### config.mk
export PLATFORM = sky130hd
export DESIGN_NAME = dma_priority_arbiter
export DESIGN_NICKNAME = d
export VERILOG_FILES = /design/src/rtl/dma_priority_arbiter.sv
export SDC_FILE = /design/constraint.sdc
export NUM_CORES = 1
export LEC_CHECK = 0
export CAP_MARGIN = 20
export CELL_PAD_IN_SITES_DETAIL_PLACEMENT = 1
export CELL_PAD_IN_SITES_GLOBAL_PLACEMENT = 2
export CORE_UTILIZATION = 26
export DETAILED_ROUTE_END_ITERATION = 16
export PLACE_DENSITY_LB_ADDON = 0.2
export SYNTH_ARGS = -nofsm -noshare
export SYNTH_HDL_FRONTEND = slang
export SYNTH_SLANG_ARGS = --single-unit
export TNS_END_PERCENT = 20
### constraint.sdc
create_clock -name CLK -period 1.8 [get_ports CLK]
set_clock_uncertainty 0.2 [all_clocks]
set_input_delay 0.36 -clock CLK [delete_from_list [all_inputs] [get_ports CLK]]
set_output_delay 0.36 -clock CLK [all_outputs]
set_load 0.1 [all_outputs]
### src/rtl/dma_priority_arbiter.sv
// Request synchroniser, priority resolver and HRQ/HLDA tenure FSM for an 8237A-style DMA engine.
// One channel is granted per bus tenure, and it stays granted until timing control reports end of service.
module dma_priority_arbiter #(
  parameter int unsigned SYNC_STAGES = 2
) (
  input  logic       CLK,
  input  logic       RESET,
  input  logic [3:0] DREQ,
  input  logic       HLDA,
  output logic       HRQ,
  output logic [3:0] DACK,
  input  logic [3:0] mask_i,
  input  logic [3:0] sw_req_i,
  input  logic       rot_pri_i,
  input  logic       dreq_sense_i,
  input  logic       dack_sense_i,
  input  logic       ctrl_dis_i,
  input  logic       svc_done_i,
  output logic [1:0] chan_o,
  output logic       svc_start_o,
  output logic       svc_act_o,
  output logic       abort_o,
  output logic [2:0] fsm_state
);

  localparam logic [2:0] ST_IDLE  = 3'd0;
  localparam logic [2:0] ST_REQ   = 3'd1;
  localparam logic [2:0] ST_GRANT = 3'd2;
  localparam logic [2:0] ST_SVC   = 3'd3;
  localparam logic [2:0] ST_REL   = 3'd4;

  // Handshake: HRQ is raised toward the CPU; a grant is made only in the
  // cycle HLDA is seen high. svc_start_o marks the grant and svc_done_i
  // from timing control ends the service.

  logic [2:0] state;
  logic [3:0] sync_q [SYNC_STAGES];
  logic [3:0] dreq_sync;
  logic [3:0] req_eff;
  logic [3:0] dack_act;
  logic [1:0] ptr;
  logic [1:0] base;
  logic [1:0] idx;
  logic [1:0] winner;
  logic       found;

  always_ff @(posedge CLK or posedge RESET) begin
    if (RESET) begin
      for (int s = 0; s < int'(SYNC_STAGES); s++) sync_q[s] <= 4'h0;
    end else begin
      sync_q[0] <= DREQ;
      for (int s = 1; s < int'(SYNC_STAGES); s++) sync_q[s] <= sync_q[s-1];
    end
  end

  assign dreq_sync = sync_q[SYNC_STAGES-1];
  assign req_eff   = ((dreq_sync ^ {4{dreq_sense_i}}) & ~mask_i) | sw_req_i;

  // Search begins at the rotate pointer; in fixed mode it is pinned to ch0.
  always_comb begin
    base   = rot_pri_i ? ptr : 2'd0;
    winner = 2'd0;
    found  = 1'b0;
    idx    = 2'd0;
    for (int k = 0; k < 4; k++) begin
      idx = base + 2'(k);
      if (!found && req_eff[idx]) begin
        winner = idx;
        found  = 1'b1;
      end
    end
  end

  always_ff @(posedge CLK or posedge RESET) begin
    if (RESET) begin
      state       <= ST_IDLE;
      HRQ         <= 1'b0;
      dack_act    <= 4'h0;
      chan_o      <= 2'd0;
      svc_start_o <= 1'b0;
      svc_act_o   <= 1'b0;
      abort_o     <= 1'b0;
      ptr         <= 2'd0;
    end else begin
      svc_start_o <= 1'b0;
      abort_o     <= 1'b0;
      if (!rot_pri_i) ptr <= 2'd0;
      case (state)
        ST_IDLE: begin
          HRQ <= 1'b0;
          if ((|req_eff) && !ctrl_dis_i) begin
            state <= ST_REQ;
            HRQ   <= 1'b1;
          end
        end
        ST_REQ: begin
          // HRQ is already visible to the CPU, so ctrl_dis_i no longer blocks the grant.
          if (HLDA) begin
            if (|req_eff) begin
              state       <= ST_GRANT;
              chan_o      <= winner;
              dack_act    <= 4'b0001 << winner;
              svc_start_o <= 1'b1;
              svc_act_o   <= 1'b1;
            end else begin
              state <= ST_REL;
              HRQ   <= 1'b0;
            end
          end
        end
        ST_GRANT: begin
          state <= ST_SVC;
        end
        ST_SVC: begin
          // Done wins over a simultaneous HLDA fall.
          if (svc_done_i) begin
            state     <= ST_REL;
            HRQ       <= 1'b0;
            dack_act  <= 4'h0;
            svc_act_o <= 1'b0;
            if (rot_pri_i) ptr <= chan_o + 2'd1;
          end else if (!HLDA) begin
            state     <= ST_IDLE;
            HRQ       <= 1'b0;
            dack_act  <= 4'h0;
            svc_act_o <= 1'b0;
            abort_o   <= 1'b1;
          end
        end
        ST_REL: begin
          HRQ <= 1'b0;
          if (!HLDA) state <= ST_IDLE;
        end
        default: begin
          state     <= ST_IDLE;
          HRQ       <= 1'b0;
          dack_act  <= 4'h0;
          svc_act_o <= 1'b0;
        end
      endcase
    end
  end

  assign DACK      = dack_sense_i ? dack_act : ~dack_act;
  assign fsm_state = state;

endmodule
==> out/metrics.cfg <==
[setup_path]
worst_reg_to_reg_cells=8
critical_path.startpoint=dreq_sync[2]
crit_path_max_fanout=6
crit-reg2reg-launch=dreq_sync[2]
required_ns=1.80
worst_setup_path_start_kind=flop
critical_path_class=flop to flop
crit-reg2reg-capture=dack_act[0]
timing.critical_path.to_type=flop
worstPathArrival_ns=1.95
r2r_setup_slack_ns=-0.15

[worst_hold_path]
holdPathEnd=dreq_sync[0]
hold_path_depth=0
hold_class=flop to flop
min-delay-start=sync_q[4]

[synthesis]
yosysWarningCount=0
synth_top_area_share_pct=46.4
yosys_most_used_dff=dfrtp_1
distinct_cells_synth=37
synth.most_common_cell=dfrtp_1
synthArstFlopShare_pct=100
synth_seq_area_share_pct=46.4
syn-num-nets=143
synth.largest_area_cell=dfrtp_1
synth.ff_latch_count=23
synth_enable_flop_cells=0
synth_area_leaders=dfrtp_1, xnor2_1, a21oi_1, nand2b_1, nand2_1
syn_area_um2=1240
netlist_instances=123
synth.top_cells.by_count=dfrtp_1, nand2_1, nor2_1, a21oi_1, xnor2_1
syn-mean-instance-area_um2=10.1

[clocking]
clock_latency_ns=0.26
clk_pin_slew_worst_setup_hold_paths_ns=0.08
cts_tree=done
post_cts_hold_buffer_count=0
htreeDepth=1
cts-root-to-sink-buffers=2
tritoncts.num_buffers=3
cts_num_sinks=23
ctsRootBufferMaster=clkbuf_8

[die]
start_util_pct=27.7
dieWidth_um=71.1
coreArea_um2=4470
design.die.area_um2=5050
chipHeight_um=71.1
placementRows=24
design.portCount=33

[route]
wire_per_inst_um=15.0
drt_iter0_drc=64
drt-total-wl_mm=3.46
antenna_left=0
routed_via_density=4.93
num_vias=1135
drtPass1Iterations=6
drc=0

[timing]
max_slew.worst_pin.slew_ns=0.352
fmax_mhz=513
totalNegativeSetupSlack_ns=-1.22
grt_setup_unrepaired=yes
timing_max_transition_violations_final=0
setup_ws_ns=-0.151
fin_crit_sh_pct=108
final-hold-violation-count=0
final.min_clock_period_ns=1.95
timing.slew.headroom_pct=76.5
setup_viol=14
fin_worst_hold_slack_ns=0.152

[power]
power.density_cell_area_nw_per_um2=1520
power_frac_seq_pct=26.7
clkPwrFrac_pct=9.5
vdd_ir_drop_max_mv=1.02
power_frac_comb_pct=63.8
p_leak_nw=0.916
power.internal_w=0.00165
sw_frac_of_total_pct=49.6
power_switching_w=0.00163

[finish]
layout-drive-gt1-share_pct=36.5
design.final.nets=199
diodes=0
syn_to_final_growth_pct=74.2

[grt]
grt_antenna_before_repair=0
grt_max_degree=24
grtUsageTotal_pct=15.1
grt_pass1_wl_mm=5.98
final_global_route_overflow_total=0
first_global_vias=1246

[place]
port_buffers=32
detailed_place_hpwl_mm=2.63
rd_place_congestion=0.826
dpl_worst_slack_ns=-0.824

[run_status]
failed_checks=negative setup slack
status=finished, violations left

[run]
max-cap-violations=0

-- placed cells by master, fill, tap and decap left out, drive strengths merged --
cell           count
buf               37
nand2b             7
clkdlybuf4s15      1
dlygate4sd2        2
nand3              4
a31oi              2
o211a              2
clkbuf             3
a21oi              9
a32oi              1
o311a              1
a21o               2
a22o               2
nor4               2
o21a               1
clkinv             1
xor2               2
o21bai             5
a21boi             2
nor3               1
nor2b              3
inv                3
nor3b              1
or3                1
o2bb2ai            2
o21ai              5
nor2              10
a22oi              1
dfrtp             23
o211ai             3
a32o               1
clkdlybuf4s50     16
xnor2              8
nand2             11
o22ai              2
o21ba              1
-- layer usage --
metal  wire length, um  up-vias  part of all wire (%)  global-route usage (%)
li1                  -      547                     -                       -
met1              1520      559                    44                    17.9
met4                29        0                  0.84                    4.00
met2              1800       25                    52                    28.6
met5                 0        -                     0                       0
met3               105        4                   3.0                    1.71
-- critical path: stages, from the launching register on --
cell and delay, ns:
dfrtp_1 0.43, xnor2_4 0.17, buf_6 0.13, o21bai_4 0.15
nor4_4 0.06, buf_6 0.15, buf_6 0.11, nor4_4 0.31
a22o_1 0.17
-- worst max-delay path by stage --
| stage | endpoint | depth (start not counted) | slack (ns) |
|---|---|---|---|
| after floorplan | dack_act[0] | 7 | -0.01 |
| after global placement | dack_act[3] | 9 | -0.78 |
| after detailed placement | dack_act[1] | 9 | -0.82 |
| after CTS | dack_act[0] | 6 | -0.27 |
| after global routing | dack_act[2] | 8 | -0.25 |
| final | dack_act[0] | 8 | -0.15 |
-- sequential cells by signal, summed over array words and instances, names as in the netlist --
name / flops
dack_act: 4
dreq_sync: 4
sync_q: 4
fsm_state: 3
chan_o: 2
ptr: 2
HRQ: 1
abort_o: 1
svc_act_o: 1
svc_start_o: 1
-- logic make-up (layout without fill, tap and decap cells) --
kind of cell | count (synthesis) | after routing | share of synthesized area (%)
buffers and inverters | 8 | 63 | 2.42
flip-flops | 23 | 23 | 46.4
AND/OR/NAND/NOR | 40 | 40 | 17.7
AO/OA/AOI/OAI | 42 | 42 | 26.4
XOR/XNOR | 10 | 10 | 7.06
-- what timing repair did --
| item | CTS | global route |
|---|---|---|
| gates resized for setup | 15 | 5 |
| buffers inserted | 3 | 0 |
| pin swaps | 9 | 6 |
| setup endpoints to repair | 16 | 16 |
-- power by group through the flow --
stage	Combinational, W	Clock, W	Sequential [W]
5_1_grt	0.00219	0.000342	0.000906
6_report	0.00209	0.000311	0.000874
4_1_cts	0.00210	0.000324	0.000882
3_5_place_dp	0.00205	0	0.000887
3_3_place_gp	0.00203	0	0.000873
2_1_floorplan	0.000793	0	0.00135
-- cell type report --
type	count	area (um2)
Clock inverter	1	5.00
Inverter	3	11.3
Clock buffer	3	41.3
Sequential cell	23	582
Tap cell	52	65.1
Multi-Input combinational cell	92	812
Fill cell	484	2310
Timing Repair Buffer	56	643
-- metrics by stage --
stage / cells / total power, W / instance area (um2) / utilization, %
after floorplan: 123 / 0.00215 / 1350 / -
after global placement: 224 / 0.00290 / 2010 / 44.8
after detailed placement: 224 / 0.00294 / 2010 / 44.8
after CTS: 230 / 0.00331 / 2140 / 47.8
after global routing: 230 / 0.00344 / 2160 / 48.3
final: 230 / 0.00328 / 2160 / 48.3
Power figures use the tool's default switching activity.
==> RTL edit 1: new RTL, config.mk and constraints unchanged <==
The parameter `SYNC_STAGES` goes from 2 to 8.
--- a/src/rtl/dma_priority_arbiter.sv
+++ b/src/rtl/dma_priority_arbiter.sv
@@ -1,7 +1,7 @@
 // Request synchroniser, priority resolver and HRQ/HLDA tenure FSM for an 8237A-style DMA engine.
 // One channel is granted per bus tenure, and it stays granted until timing control reports end of service.
 module dma_priority_arbiter #(
-  parameter int unsigned SYNC_STAGES = 2
+  parameter int unsigned SYNC_STAGES = 8
 ) (
   input  logic       CLK,
   input  logic       RESET,
Check against the original RTL: not equivalent (a bounded check fails within 4 cycles, from zero or initial values and one cycle with RESET high).
==> RTL edit 1 against the unedited design <==
- routed wire length up 35%
- non-clock buffer count up 4
- critical endpoint is now dack_act[3]$_DFFE_PP0P_
- design area up 36%
- highest routed layer unchanged
- sequential share of layout area up 13 points
- sequential cell count up 24
- combinational power up 7%
- sequential power up 62%
- hold slack worse by 4.2 ps
- area after synthesis up 51%
- total power up 30%
- largest power group unchanged
- largest cell class is now flip-flops and latches
- worst setup slack worse by 200 ps
- the flow still finishes with violations (setup timing)
==> RTL edit 1: results (changes against the unedited design) <==
STA
  – Setup TNS: -3410 ps (was -1220 ps)
  – Fin Hold WS: 147 ps (was 152 ps)
  – Final WS setup: -350 ps (was -151 ps)
  – Final count of negative-setup-slack endpoints: 16 (was 14)

Setup path
  – Max stage delay cell, worst path: or4_4 (was dfrtp_1)
  – Kind of critical path: primary input to flip-flop (was flip-flop to flip-flop)
  – Top delay family on crit path: simple AND/OR/NAND/NOR gates (was flip-flops)
  – CP max stage delay: 520 ps (was 430 ps)
  – Reg-to-Reg Start: dreq_sync[1]$_DFF_PP0_ (was dreq_sync[2]$_DFF_PP0_)
  – Worst flop-to-flop path endpoint: dack_act[3]$_DFFE_PP0P_ (was dack_act[0]$_DFFE_PP0P_)
  – R2R Setup Slk: -340 ps (was -150 ps)
  – Cells on worst reg2reg path: 7 (was 8)

Logic synthesis
  – Multiplexer share of the synthesized area: 0.0167 (was 0)

Outcome
  – Failing checks: setup timing (unchanged)
  – Status: complete, but fails checks (unchanged)

Layout
  – Synth-to-Final Area Change: 57.7% (was 74.2%)
  – Clk_buf instances: 6 (was 3)
  – Fill count: 723 (was 484)
  – Final #Nets: 234 (was 199)
  – Non-Clock Buffer Count: 60 (was 56)
  – FF+latch area: 0.00118 mm² (was 582 µm²)

Placed design
  – GPL Wtd Cong: 0.857 (was 0.826)
  – DP Wirelength: 3320 µm (was 2630 µm)

Power
  – Net Sw Power: 1.88 mW (was 1.63 mW)

Route
  – First-pass detailed-route iteration total: 4 (was 6)
  – WL met2: 2300 µm (was 1800 µm)

GRT
  – Largest net degree at the start of global routing: 48 (was 24)

CTS
  – Clock buffer count from CTS: 5 (was 3)
  – CTS resizes: 10 (was 15)
## RTL edit 1: cell types whose count changed after synthesis, sizes merged, moves of 4 or more
| cell | before | now |
|---|---|---|
| nor3 | 1 | 9 |
| a21oi | 9 | 5 |
| nand2b | 7 | 2 |
| nor2 | 10 | 4 |
| dfrtp | 23 | 47 |
| o21ai | 5 | 11 |
## RTL edit 1: how the worst min path moves through the flow
stage | end | depth (start not counted) | start
2_1_floorplan | dreq_sync[0]$_DFF_PP0_ | 0 | sync_q[4]$_DFF_PP0_
3_3_place_gp | sync_q[7]$_DFF_PP0_ | 0 | sync_q[11]$_DFF_PP0_
3_5_place_dp | sync_q[14]$_DFF_PP0_ | 0 | sync_q[18]$_DFF_PP0_
4_1_cts | sync_q[5]$_DFF_PP0_ | 0 | sync_q[9]$_DFF_PP0_
5_1_grt | sync_q[15]$_DFF_PP0_ | 0 | sync_q[19]$_DFF_PP0_
6_report | sync_q[5]$_DFF_PP0_ | 0 | sync_q[9]$_DFF_PP0_
==> RTL edit 2: new RTL, same settings <==
Without the edit above. Reset style: synchronous (`RESET`), changed in 2 clocked blocks.
--- a/src/rtl/dma_priority_arbiter.sv
+++ b/src/rtl/dma_priority_arbiter.sv
@@ -44,7 +44,7 @@
   logic [1:0] winner;
   logic       found;
 
-  always_ff @(posedge CLK or posedge RESET) begin
+  always_ff @(posedge CLK) begin
     if (RESET) begin
       for (int s = 0; s < int'(SYNC_STAGES); s++) sync_q[s] <= 4'h0;
     end else begin
@@ -71,7 +71,7 @@
     end
   end
 
-  always_ff @(posedge CLK or posedge RESET) begin
+  always_ff @(posedge CLK) begin
     if (RESET) begin
       state       <= ST_IDLE;
       HRQ         <= 1'b0;
Formal check against the unedited RTL: differs if RESET is asserted again (counterexample within 4 cycles, from zero or initial values and one cycle with RESET high); with RESET held inactive, the same outputs for 10 cycles.
==> RTL edit 2 against the unedited design <==
- the run still ends with setup timing left
- via count is 18% higher
- worst setup slack got worse by 190 ps
- sequential cell count unchanged
- design area rose by 9.7%
- routed wire length is 19% higher
- hold slack improved by 89 ps
- area after synthesis increased by 8.4%
- sequential share of layout area decreased by 7.2 points
- critical path type unchanged
- highest routed layer unchanged
Power is not compared: it rests on default switching activity, and its combinational part moved more than twofold at a synthesized area within 25%.
==> RTL edit 2: results (changes against the unedited design) <==
CTS
  – Clock buffer count from CTS: 3 (unchanged)
  – H-tree Lvls: 1 (unchanged)
  – Clock root cell: clkbuf_8 (unchanged)
  – Clock-pin slew on the worst setup and hold paths: 80 ps (about the same)
  – Clock Latency Late Sink: 260 ps (about the same)
  – CTS Buffer Depth: 2 (unchanged)

Logic synthesis
  – Cell variety after synth: 49 (was 37)
  – Syn_nets: 165 (was 143)
  – Post-synth top cells: dfxtp_1 (23), nor2_1 (9), nor2b_1 (9) (was dfrtp_1 (23), nand2_1 (11), nor2_1 (10))
  – Top FF cell, synth: dfxtp_1 (was dfrtp_1)
  – Syn. warnings: 0 (unchanged)
  – Sequential element share of the synthesized area: 0.343 (was 0.464)
  – Synth top area cells: dfxtp_1 (34%), nor2b_1 (4.2%), xnor2_4 (4.1%), nand2b_1 (3.3%), xnor2_1 (3.3%) (was dfrtp_1 (46%), xnor2_1 (5.7%), a21oi_1 (3.6%), nand2b_1 (3.5%), nand2_1 (3.3%))
  – Number of flops mapped to enable cells by yosys: 0 (unchanged)
  – Syn Inst Count: 145 (was 123)
  – Async SR Flop Fraction: 0 (was 1.00)

Layout
  – Max FFs per register: 8
  – Share of cells above drive strength 1: 0.478 (was 0.365)
  – Final #Nets: 230 (was 199)
  – Top reg by flops: sync_q

Placed design
  – Pre-CTS setup slack: -1010 ps (was -824 ps)
  – DP Wirelength: 3280 µm (was 2630 µm)
  – Placed Cells: 270 (was 224)
  – GPL Wtd Cong: 0.804 (was 0.826)
  – PortBufs: 32 (unchanged)
  – Dpl cell area: 0.00219 mm² (was 0.00201 mm²)

GRT
  – Largest net degree at the start of global routing: 15 (was 24)
  – Vias in the first global route: 1461 (was 1246)
  – Initial antenna violation count: 0 (unchanged)
  – Global-route usage over all layers: 0.168 (was 0.151)
  – First-pass GRT wire length: 6920 µm (was 5980 µm)

Outcome
  – Status: complete, but fails checks (unchanged)
  – Failing checks: setup timing (unchanged)

Route
  – First-pass detailed-route iteration total: 4 (was 6)
  – Routed length per placed instance: 15.0 µm (about the same)
  – Via Count: 1337 (was 1135)
  – DR vias/cell: 4.84 (was 4.93)
  – DR iter-0 viols: 47 (was 64)

STA
  – Fin Hold WS: 241 ps (was 152 ps)
  – Setup TNS: -2670 ps (was -1220 ps)
  – Final WS setup: -337 ps (was -151 ps)
  – Slew HR: 0.711 (was 0.765)
  – Final count of negative-setup-slack endpoints: 12 (was 14)

Hold path
  – HP Class: flip-flop to flip-flop (unchanged)
  – Hold path cells: 1 (was 0)

Setup path
  – Cells on worst reg2reg path: 8 (unchanged)
  – Max stage delay cell, worst path: dfxtp_2 (was dfrtp_1)
  – Critical Path AT: 2120 ps (was 1950 ps)
  – CP max stage delay: 350 ps (was 430 ps)
  – Worst-path fanout max: 3 (was 6)

Power
  – Maximum VDD drop: approximately 280 µV
  – Leak Pwr: slightly below 0.9 nW
## RTL edit 2: cell types whose count changed after synthesis, sizes merged, moves of 6 or more
cell | before | now
dfrtp | 23 | 0
dfxtp | 0 | 23
nor2b | 3 | 9
nor3 | 1 | 7
## RTL edit 2: area by class of cell
class                           instances  area [µm²]
Fill cell                             547        2480
Timing Repair Buffer                   68         718
Sequential cell                        23         468
Tap cell                               67        83.8
Multi-Input combinational cell        110        1040
Clock buffer                            4        45.0
Inverter                                4        15.0
## RTL edit 2: where the power goes
part	switching [mW]	leakage, nW	internal (mW)
clock	0.167	0.0228	0.158
combinational	0.310	0.673	0.255
sequential	0.0217	0.190	0.533
## RTL edit 2: kinds of logic after synthesis
group                  synth area share
buffers and inverters            0.0400
flip-flops                        0.343
AND/OR/NAND/NOR                   0.234
AO/OA/AOI/OAI                     0.262
XOR/XNOR                         0.0978
multiplexers                     0.0242
## RTL edit 2: final timing paths
check / startpoint / to
worst min-delay path: sync_q[0][0]$_SDFF_PP0_ / sync_q[0][4]$_SDFF_PP0_
worst min register to register: sync_q[0][0]$_SDFF_PP0_ / sync_q[0][4]$_SDFF_PP0_
worst max-delay path: sync_q[0][6]$_SDFF_PP0_ / dack_act[3]$_SDFFE_PP0P_
worst max register to register: sync_q[0][6]$_SDFF_PP0_ / dack_act[3]$_SDFFE_PP0P_
## RTL edit 2: critical path, delay by kind of cell, from the launching register on
kind                      cells  cell delay [ps]
buffers and inverters         2              280
xor gates and xnor gates      1              170
AOI/OAI and AO/OA             5             1060
DFF                           1              350
## RTL edit 2: per-layer routing
metal | global-route usage | share of wire
met3 | 0.0274 | 0.026
met5 | 0 | 0
met4 | 0.0556 | 0.013
met2 | 0.288 | 0.52
met1 | 0.213 | 0.44
## RTL edit 2: timing repair
| item | CTS | global route |
|---|---|---|
| gates resized for setup | 38 | 7 |
| setup endpoints to repair | 16 | 12 |
| cloned | 0 | 0 |
| buffers inserted | 3 | 0 |
| pin swaps | 12 | 4 |
